`config.mk`:
```
export PLATFORM = sky130hd
export DESIGN_NAME = dff_piso_tx_flat
export DESIGN_NICKNAME = d
export VERILOG_FILES = /design/src/rtl/dff_piso_tx_if.sv /design/src/rtl/dff_piso_tx.sv /design/src/flat_wrapper.sv
export SDC_FILE = /design/constraint.sdc
export NUM_CORES = 1
export LEC_CHECK = 0
export ABC_AREA = 1
export CORE_MARGIN = 5
export CORE_UTILIZATION = 50
export DETAILED_ROUTE_END_ITERATION = 10
export HOLD_SLACK_MARGIN = 0.05
export PLACE_DENSITY = 0.76
export SLEW_MARGIN = 20
export SYNTH_ARGS = -nofsm -noshare
export SYNTH_HDL_FRONTEND = slang
export SYNTH_SLANG_ARGS = --single-unit
```
`constraint.sdc`:
```
create_clock -name clk -period 1.8 [get_ports clk]
set_clock_uncertainty 0.2 [all_clocks]
set_input_delay 0.36 -clock clk [delete_from_list [all_inputs] [get_ports clk]]
set_output_delay 0.36 -clock clk [all_outputs]
set_load 0.02 [all_outputs]
```
`src/rtl/dff_piso_tx_if.sv`:
```
// dff_piso_tx_if: load handshake and framed serial bit stream of the PISO transmitter
interface dff_piso_tx_if #(
    parameter int WIDTH = 8
);
    logic             load_valid;
    logic             load_ready;
    logic [WIDTH-1:0] load_data;
    logic             ser_out;
    logic             ser_valid;
    logic             frame_start;
    logic             frame_done;
    modport master (
        output load_valid, load_data,
        input  load_ready, ser_out, ser_valid, frame_start, frame_done
    );
    modport slave (
        input  load_valid, load_data,
        output load_ready, ser_out, ser_valid, frame_start, frame_done
    );
endinterface

```
`src/rtl/dff_piso_tx.sv`:
```
// dff_piso_tx: valid/ready loaded parallel-in/serial-out transmitter with framing strobes and inter-frame gap
module dff_piso_tx #(
    parameter int WIDTH      = 8,
    parameter bit MSB_FIRST  = 1'b1,
    parameter int GAP_CYCLES = 1
) (
    input logic          clk,
    input logic          rst_sync,
    dff_piso_tx_if.slave tx
);
    localparam int            CW       = $clog2(WIDTH);
    localparam logic [CW-1:0] LAST     = CW'(WIDTH - 1);
    localparam logic [CW-1:0] PENULT   = CW'(WIDTH - 2);
    localparam logic [3:0]    GAP_LAST = 4'(GAP_CYCLES > 0 ? GAP_CYCLES - 1 : 0);
    typedef enum logic [1:0] {IDLE, SHIFT, GAP} state_t;
    state_t           r_state;
    logic [WIDTH-1:0] r_shift;
    logic [CW-1:0]    r_cnt;
    logic [3:0]       r_gap;
    logic             r_ser_out;
    logic             r_ser_valid;
    logic             r_frame_start;
    logic             r_frame_done;
    logic             w_last;
    logic             w_load;
    // r_shift holds the bits still to send; the bit on ser_out is already out of it
    always_comb begin
        w_last         = r_state == SHIFT && r_cnt == LAST;
        tx.load_ready  = !rst_sync && (r_state == IDLE || (GAP_CYCLES == 0 && w_last));
        w_load         = tx.load_valid && tx.load_ready;
        tx.ser_out     = r_ser_out;
        tx.ser_valid   = r_ser_valid;
        tx.frame_start = r_frame_start;
        tx.frame_done  = r_frame_done;
    end
    always_ff @(posedge clk) begin
        if (rst_sync) begin
            r_state       <= IDLE;
            r_shift       <= '0;
            r_cnt         <= '0;
            r_gap         <= '0;
            r_ser_out     <= 1'b0;
            r_ser_valid   <= 1'b0;
            r_frame_start <= 1'b0;
            r_frame_done  <= 1'b0;
        end else if (w_load) begin
            r_state       <= SHIFT;
            r_shift       <= MSB_FIRST ? tx.load_data << 1 : tx.load_data >> 1;
            r_cnt         <= '0;
            r_gap         <= '0;
            r_ser_out     <= MSB_FIRST ? tx.load_data[WIDTH-1] : tx.load_data[0];
            r_ser_valid   <= 1'b1;
            r_frame_start <= 1'b1;
            r_frame_done  <= 1'b0;
        end else if (r_state == SHIFT && !w_last) begin
            r_shift       <= MSB_FIRST ? r_shift << 1 : r_shift >> 1;
            r_cnt         <= r_cnt + 1'b1;
            r_ser_out     <= MSB_FIRST ? r_shift[WIDTH-1] : r_shift[0];
            r_frame_start <= 1'b0;
            r_frame_done  <= r_cnt == PENULT;
        end else begin
            r_state       <= (w_last && GAP_CYCLES > 0) || (r_state == GAP && r_gap != GAP_LAST) ? GAP : IDLE;
            r_gap         <= r_state == GAP ? r_gap + 1'b1 : '0;
            r_ser_out     <= 1'b0;
            r_ser_valid   <= 1'b0;
            r_frame_start <= 1'b0;
            r_frame_done  <= 1'b0;
        end
    end
endmodule

```
`src/flat_wrapper.sv`:
```
// flat-port wrapper written by rule: the top's interface ports become plain ports
module dff_piso_tx_flat 
#(
    parameter int WIDTH      = 8,
    parameter bit MSB_FIRST  = 1'b1,
    parameter int GAP_CYCLES = 1
)
  (clk, rst_sync, tx_load_valid, tx_load_data, tx_load_ready, tx_ser_out, tx_ser_valid, tx_frame_start, tx_frame_done);
  dff_piso_tx_if #(.WIDTH(WIDTH)) tx_i ();
  input logic clk;
  input logic rst_sync;
  input wire logic [$bits(tx_i.load_valid)-1:0] tx_load_valid;
  input wire logic [$bits(tx_i.load_data)-1:0] tx_load_data;
  output wire logic [$bits(tx_i.load_ready)-1:0] tx_load_ready;
  output wire logic [$bits(tx_i.ser_out)-1:0] tx_ser_out;
  output wire logic [$bits(tx_i.ser_valid)-1:0] tx_ser_valid;
  output wire logic [$bits(tx_i.frame_start)-1:0] tx_frame_start;
  output wire logic [$bits(tx_i.frame_done)-1:0] tx_frame_done;
  assign tx_i.load_valid = tx_load_valid;
  assign tx_i.load_data = tx_load_data;
  assign tx_load_ready = tx_i.load_ready;
  assign tx_ser_out = tx_i.ser_out;
  assign tx_ser_valid = tx_i.ser_valid;
  assign tx_frame_start = tx_i.frame_start;
  assign tx_frame_done = tx_i.frame_done;
  dff_piso_tx #(.WIDTH(WIDTH), .MSB_FIRST(MSB_FIRST), .GAP_CYCLES(GAP_CYCLES)) u_core (.clk(clk), .rst_sync(rst_sync), .tx(tx_i));
endmodule
```
* Word level (Yosys, flattened, before mapping)
Cells that the tools add are included.
Storage, ports and cells: register bits after elaboration 20, latch bits 0, RAM bits 0, memory bits (read-only) 0, bits of input ports 11, output and inout bits 5, logic and storage cells 41, memories 0
Cells by class: $add $sub $neg 2, multipliers 0, div/mod/pow operators 0, $lt $le $gt $ge 0, eq/ne operators 5, shift-type cells 0, multiplexer cells 11, bitwise logic cells 1, reductions and logical operators 13
Operator list (number):
- $mux 8 | 2
- $mux 1 | 7
- $eq 3x3->1 const B | 2
- $logic_and 1x1->1 | 5
- $add 4x1->4 const B | 1
- $mux 4 | 1
- $reduce_bool 4->1 | 1
- $add 3x1->3 const B | 1
- $reduce_or 3->1 | 1
- $eq 2x1->1 const B | 1
- $eq 2x2->1 const B | 1
- $logic_not 1->1 | 2
- $logic_not 2->1 | 1
- $mux 2 | 1
- $ne 2x1->1 const B | 1
- $reduce_bool 2->1 | 1
- $reduce_or 2->1 | 1
- $logic_or 1x1->1 | 1
- $not 1->1 | 1

* Depth between registers and ports, before layout
Gate-level depths: netlist of run 1.
word-level depth 6, depth in mapped cells 9, mapped depth without buffers 8

* Least setup slack after synthesis of run 1
OpenSTA, ideal clock, no wires.
path kind register to register, from reg u_core.r_cnt[0], to reg u_core.r_shift[7], setup time 0.112 ns, data arrival time 1.277 ns, data required time 1.488 ns, path slack 0.211 ns, cell stages (with the launch flop) 10, path buffers 1, clock period less this slack 1.589 ns, path through dfxtp_1 > ha_1 > ha_1 > inv_1 > nand3_2 > buf_6 > nand3_1 > nand2_1 > nand2_1 > nand2_1
Between the ends: word-level cells in the longest chain between the ends 5
Ends and longest elaborated chain:
- from (decl) | line dff_piso_tx.sv:18 | logic [CW-1:0] r_cnt;
- from (signal assigned) | line dff_piso_tx.sv:57 | r_cnt <= r_cnt + 1'b1;
- $eq 3x3->1 | line dff_piso_tx.sv:28 | w_last = r_state == SHIFT && r_cnt == LAST;
- $logic_and 1x1->1 | line dff_piso_tx.sv:28
- $logic_not 1->1 | line dff_piso_tx.sv:55 | end else if (r_state == SHIFT && !w_last) begin
- $logic_and 1x1->1 | line dff_piso_tx.sv:55
- $reduce_bool 2->1 (no line)
- to (signal assigned) | line dff_piso_tx.sv:48 | r_shift <= MSB_FIRST ? tx.load_data << 1 : tx.load_data >> 1;
- to (signal assigned) | line dff_piso_tx.sv:56 | r_shift <= MSB_FIRST ? r_shift << 1 : r_shift >> 1;
- to (decl) | line dff_piso_tx.sv:17 | logic [WIDTH-1:0] r_shift;
Every way passes these cells. A chain may end at the register's enable or synchronous reset.

==> metrics, run 1 <==
Crit path buffers/inverters=2; hold_sp=u_core.r_shift[7]; syn avg cell area=7.62 um2; slowest CP cell=dfxtp_1; n_diodes=0; maximum fanout along the worst path=5; r2r startpoint=u_core.r_cnt[0]; H-tree depth reported by CTS=1; crit-path max cell delay=between 0.3 and 0.4 ns; Pleak=0.000561 uW; Post-DRT Antenna Nets=0; GPL Wtd Cong=0.792; fin nets=approximately 170; Combinational Power Share=16.2%; Reg2Reg Depth=7; area of the die=2800 um2; CP top delay family=buffers and inverters; vias in the first global route=approximately 900; setup TNS=0 ns; core area=1750 um2; worst-path cell chain=buf_4, dlygate4sd2_1; Util after Layout=68.3%; switching power total=211 uW; crit path time final=1.72 ns; initial antenna violation count=0; Net Sw Frac=26.8%; Tcrit/Tclk final=a little over nine tenths; Synth area leaders=dfxtp_1 41%, nand2_1 15%, ha_1 6.8%; status=complete, no violations; Vias=848; CTS Hold Bufs=0; CTS buffer count=3; cells after synthesis=121; DRC=0; hold_ws=about 0.26 ns; Die Span Y=52.9 um; DP Cell Count=170; gr ovfl total=0; Initial Utilization=52.8%; Die X=52.9 um; Worst Hold Path EP=u_core.tx.ser_out; critical path arrival=1.16 ns; total track usage=roughly 17%; clock power share=27.8%; number of non-filler instances in the completed layout=174; postcts setup bufs=0; final setup violation count=0; RSZ-0062 raised after global routing=false; R2R Path End=u_core.r_gap[2]; #FFs+latches synth=19; Mapped Area=922 um2; PortBufs=15; total power draw=789 uW; io pins=16; Multi-input gate area=472 um2; r2r setup slk=roughly 0.14 ns; Yosys top cell by area=dfxtp_1; Iteration-0 DRC Markers=7; ratio of cells with drive above 1 in the final layout=approximately a fifth; Unique masters post-synth=23; P_int=577 uW; TritonCTS clock tree=done; Worst Tran Pin Value=about 0.33 ns; first-pass GRT wire length=3470 um; sequential power share=56.0%; Final HPWL DP=between 1500 and 2000 um; pwr/cell area=between 600 and 700 nW/um2; count of filler cells inserted in the layout=160; storage element area=380 um2; hold path cells=2; Max-cap violations=0; largest net degree at the start of global routing=12; sequential area share after synthesis=41.2%; Pre-antenna DRT Iters=4; clock transition at the registers of the reported paths=0.11 ns; final hold vios=0; clock root buffer=clkbuf_4; Area Overhead vs Synth=29.3%; mean routed wirelength per cell=11.1 um; crit end category=output pin; Synth top area share=41.2%; VDD IR max=0.509 mV; Syn. warnings=0; Sink Count=19; insertion delay to the later sink of the worst-skew pair=0.30 ns; Hold Crit Class=register to register; Syn Nets=137; critical path type=register to output pin; CTS max path bufs=2; num rows=15; crit start category=register; vias per inst=4.87; Crit path required time=1.24 ns; Pins Over Slew Limit=0; Max Clk Rate=0.583 GHz; Slew headroom=77.9%; WL final=approximately 1900 um
kinds of logic after synthesis:
kind of cell               count (synthesis)  share of synthesized area [%]
adders and majority gates                  5                           6.78
AOI/OAI and AO/OA                         14                           8.68
and+or+nand+nor                           65                           34.9
DFF                                       19                           41.2
buffers and inverters                     18                           8.41
cells in the final DEF (no fill, tap or decap):
master / instances
a21oi_1: 8
buf_2: 1
buf_4: 10
clkbuf_4: 3
clkdlybuf4s50_1: 10
clkinv_2: 1
dfxtp_1: 19
dlygate4sd2_1: 4
ha_1: 5
inv_1: 11
inv_2: 5
inv_4: 1
nand2_1: 37
nand2_2: 1
nand2_4: 1
nand3_1: 11
nand3_4: 2
nand4_1: 5
nor2_1: 3
nor2_4: 2
nor3_1: 1
o21ai_0: 1
o21ai_1: 3
o21bai_1: 1
o22ai_2: 1
or2_0: 1
or2_2: 1
tightest hold or removal path: cells and delay by family (launching register included):
family	cells	cell delay, ns
simple gates	2	0.10
flops	1	0.32
registers in the layout, summed over array words and instances (netlist names):
register / cells
u_core.r_shift: 7
u_core.r_state: 2
u_core.tx.frame_done: 1
u_core.tx.ser_out: 1
u_core.tx.frame_start: 1
u_core.r_cnt: 3
u_core.r_gap: 4
what timing repair did:
| item | in CTS | in global routing |
|---|---|---|
| pin swaps | 0 | 0 |
| endpoints found under the setup margin | 5 | 8 |
| gates resized for setup | 9 | 2 |
power groups by stage:
| stage | combinational, uW | sequential [uW] | clock, uW |
|---|---|---|---|
| 2_1_floorplan | 60.5 | 458 | 0 |
| 3_3_place_gp | 128 | 451 | 0 |
| 3_5_place_dp | 132 | 451 | 0 |
| 4_1_cts | 127 | 442 | 232 |
| 5_1_grt | 142 | 444 | 249 |
| 6_report | 128 | 441 | 219 |
through the flow:
stage / area (um2) / worst slack [ns]
2_1_floorplan: 922 / 0.211
3_3_place_gp: 1170 / -0.346
3_5_place_dp: 1170 / -0.348
4_1_cts: 1180 / 0.0577
5_1_grt: 1190 / 0.00165
6_report: 1190 / 0.0846
worst max path at each step:
stage / from / end / slack, ns / cells past startpoint
3_5_place_dp: rst_sync / tx_load_ready / -0.35 / 3
5_1_grt: u_core.r_state[0] / tx_ser_valid / 0.002 / 2
4_1_cts: u_core.r_cnt[0] / u_core.r_gap[2] / 0.06 / 7
6_report: u_core.r_state[0] / tx_ser_valid / 0.08 / 2
3_3_place_gp: rst_sync / tx_load_ready / -0.35 / 3
2_1_floorplan: u_core.r_cnt[0] / u_core.r_shift[7] / 0.21 / 9
cells in the mapped netlist:
cell type   n
nand3_4     1
nand4_1     5
or2_2       1
o21ai_0     1
nor2_1      3
inv_4       1
nand2_1    37
nand3_2     1
nand2_2     1
nor2_4      2
nand3_1    11
o21bai_1    1
o22ai_2     1
dfxtp_1    19
nand2_4     1
buf_6       1
a21oi_1     8
or2_0       1
inv_1      12
inv_2       4
ha_1        5
o21ai_1     3
nor3_1      1
layout make-up:
class,instances,area share (%)
inverters,17,5.56
clock buffers,3,1.89
flip-flops and latches,19,31.9
clock inverters,1,0.420
well taps,25,2.62
multi-input cells,84,39.6
repair buffers,25,18.0
per-layer routing:
metal	GRT usage [%]	routed length, um	up-vias
li1	-	-	451
met1	17.6	801	382
met2	31.0	1040	11
met3	2.82	46	4
met4	11.1	33	0
met5	0	0	-
No activity file was read; power rests on OpenSTA's default activity.
==> run 2: changes to the inputs <==
--- a/config.mk
+++ b/config.mk
@@ -6,11 +6,13 @@
 export NUM_CORES = 1
 export LEC_CHECK = 0
 export ABC_AREA = 1
+export CAP_MARGIN = 25
 export CORE_MARGIN = 5
-export CORE_UTILIZATION = 50
+export CORE_UTILIZATION = 53
+export CTS_BUF_LIST = sky130_fd_sc_hd__clkbuf_2 sky130_fd_sc_hd__clkbuf_4 sky130_fd_sc_hd__clkbuf_8
 export DETAILED_ROUTE_END_ITERATION = 10
 export HOLD_SLACK_MARGIN = 0.05
-export PLACE_DENSITY = 0.76
+export PLACE_DENSITY = 0.8
 export SLEW_MARGIN = 20
 export SYNTH_ARGS = -nofsm -noshare
 export SYNTH_HDL_FRONTEND = slang
==> metrics, run 2 (synthesis gave the netlist of run 1 again) <==
R2R Path End=u_core.r_cnt[1]; total track usage=16.1% (-0.92 points); mean routed wirelength per cell=11.5 um (+3.5%); clock root buffer=clkbuf_4; final worst slack=0.0354 ns (-0.0492 ns); Reg2Reg Depth=7 (unchanged); CTS buffer count=3 (unchanged); CP top delay family=buffers and inverters; Post-DRT Antenna Nets=0 (unchanged); DP Cell Count=164 (-3.5%); Die Span Y=51.7 um (-2.3%); number of non-filler instances in the completed layout=168 (-3.4%); DRC=0 (unchanged); critical path type=register to output pin; WL final=1920 um (-0.10%); total power draw=804 uW (+1.9%); clock transition at the registers of the reported paths=0.11 ns (about the same); post-route cell area=1210 um2 (+1.2%); first-pass GRT wire length=3300 um (-5.0%); hold_sp=u_core.r_shift[2]; r2r setup slk=0.07 ns (-0.07 ns); Worst Hold Path EP=u_core.r_shift[3]; final setup violation count=0 (unchanged); H-tree depth reported by CTS=1 (unchanged); Crit path required time=1.24 ns (about the same); most common cell after layout, fill and taps aside=nand2_1; vias per inst=5.21 (+6.9%); Worst Tran Pin Value=0.359 ns (+0.0289 ns); RSZ-0062 raised after global routing=false; VDD IR max=0.400 mV (-21%); slowest CP cell=clkdlybuf4s50_1; final hold vios=0 (unchanged); Slew headroom=76.0% (-1.9 points); ratio of cells with drive above 1 in the final layout=19.9% (+0.40 points); status=complete, no violations; Hold Crit Class=register to register; worst-path cell chain=clkdlybuf4s50_1; Largest Register=u_core.r_shift; Vias=875 (+3.2%); Die X=51.7 um (-2.3%); Crit path buffers/inverters=1 (-1); core area=1690 um2 (-3.2%); Sink Count=19 (unchanged); critical path arrival=1.20 ns (+0.04 ns); Tcrit/Tclk final=98.0% (+2.7 points); crit-path max cell delay=0.59 ns (+0.24 ns); io pins=16 (unchanged); CTS Hold Bufs=0 (unchanged); Max Clk Rate=0.567 GHz (-2.8%); Pre-antenna DRT Iters=4 (unchanged); num rows=15 (unchanged); pwr/cell area=667 nW/um2 (+0.77%); Pins Over Slew Limit=0 (unchanged); fin nets=168 (+1.2%); area of the die=2670 um2 (-4.6%); GPL Wtd Cong=0.821 (+3.7%); TritonCTS clock tree=done; largest registers=u_core.r_shift: 7 flops, u_core.r_gap: 4 flops, u_core.r_cnt: 3 flops; crit start category=register; gr ovfl total=0 (unchanged); maximum fanout along the worst path=1 (-4); Max-cap violations=0 (unchanged); initial antenna violation count=0 (unchanged); crit end category=output pin; r2r startpoint=u_core.r_cnt[0]; postcts setup bufs=0 (unchanged); Area Overhead vs Synth=30.8%; Pleak=0.000577 uW (+2.8%); Iteration-0 DRC Markers=14 (+7); PortBufs=15 (unchanged); placed cell area=1170 um2 (+0.43%); pre-CTS WS=-0.352 ns (-0.00438 ns); crit path time final=1.76 ns (+0.0492 ns); n_diodes=0 (unchanged); largest net degree at the start of global routing=11 (-1); insertion delay to the later sink of the worst-skew pair=0.29 ns (about the same); vias in the first global route=846 (-4.2%); most frequent cells in the layout=37 x nand2_1, 19 x dfxtp_1, 12 x inv_1, 12 x clkdlybuf4s50_1, 12 x buf_4; hold path cells=2 (unchanged); Largest register FFs=7 (unchanged); Initial Utilization=54.6% (+1.8 points); Final HPWL DP=1540 um (+0.84%); CTS max path bufs=2 (unchanged)
## run 2: cell count changes in the layout (fill, tap and decap cells not counted), sizes merged
cell	before	now
clkdlybuf4s50	10	12
clkbuf	3	4
dlygate4sd2	4	1
dlymetal6s2s	0	1
buf	11	13
clkinv	1	0
## run 2: how the worst max path moves through the flow
stage	from	endpoint	slack, ns	cells after the start
after global placement	rst_sync	tx_load_ready	-0.35	3
after detailed placement	rst_sync	tx_load_ready	-0.35	3
after global routing	u_core.tx.frame_start	tx_frame_start	0.001	1
after floorplan	u_core.r_cnt[0]	u_core.r_shift[7]	0.21	9
after CTS	rst_sync	tx_load_ready	0.001	3
final	u_core.tx.ser_out	tx_ser_out	0.04	1
## run 2: final cells by class
| cell class | instances | area [um2] |
|---|---|---|
| flip-flops and latches | 19 | 380 |
| fillers | 147 | 483 |
| repair buffers | 27 | 236 |
| multi-input cells | 84 | 472 |
| clock buffers | 4 | 30.0 |
| well taps | 17 | 21.3 |
| inverters | 17 | 66.3 |
## run 2: per-stage QoR
| step | util (%) | hold slack (ns) | TNS (ns) |
|---|---|---|---|
| 6_report | 71.4 | 0.265 | 0 |
| 5_1_grt | 71.4 | 0.282 | 0 |
| 4_1_cts | 71.2 | 0.268 | 0 |
| 3_5_place_dp | 69.4 | 0.249 | -0.506 |
| 3_3_place_gp | 69.4 | 0.235 | -0.382 |
| 2_1_floorplan | - | 0.220 | 0 |
## run 2: metal layers
layer	GRT usage [%]	share of wire, %	vias to the layer above
li1	-	-	452
met1	16.2	39	397
met2	32.6	55	24
met3	2.87	5.5	2
met4	4.80	0.42	0
met5	0	0	-
## run 2: timing repair
action | in CTS | in global routing
hold endpoints to repair | 0 | 0
endpoints found under the setup margin | 2 | 5
resized for setup | 5 | 3
cloned | 0 | 0
## run 2: power by group
group | switching (uW) | internal (uW) | total, uW
Clock | 128 | 101 | 229
Combinational | 68.5 | 64.7 | 133
Sequential | 7.25 | 435 | 442
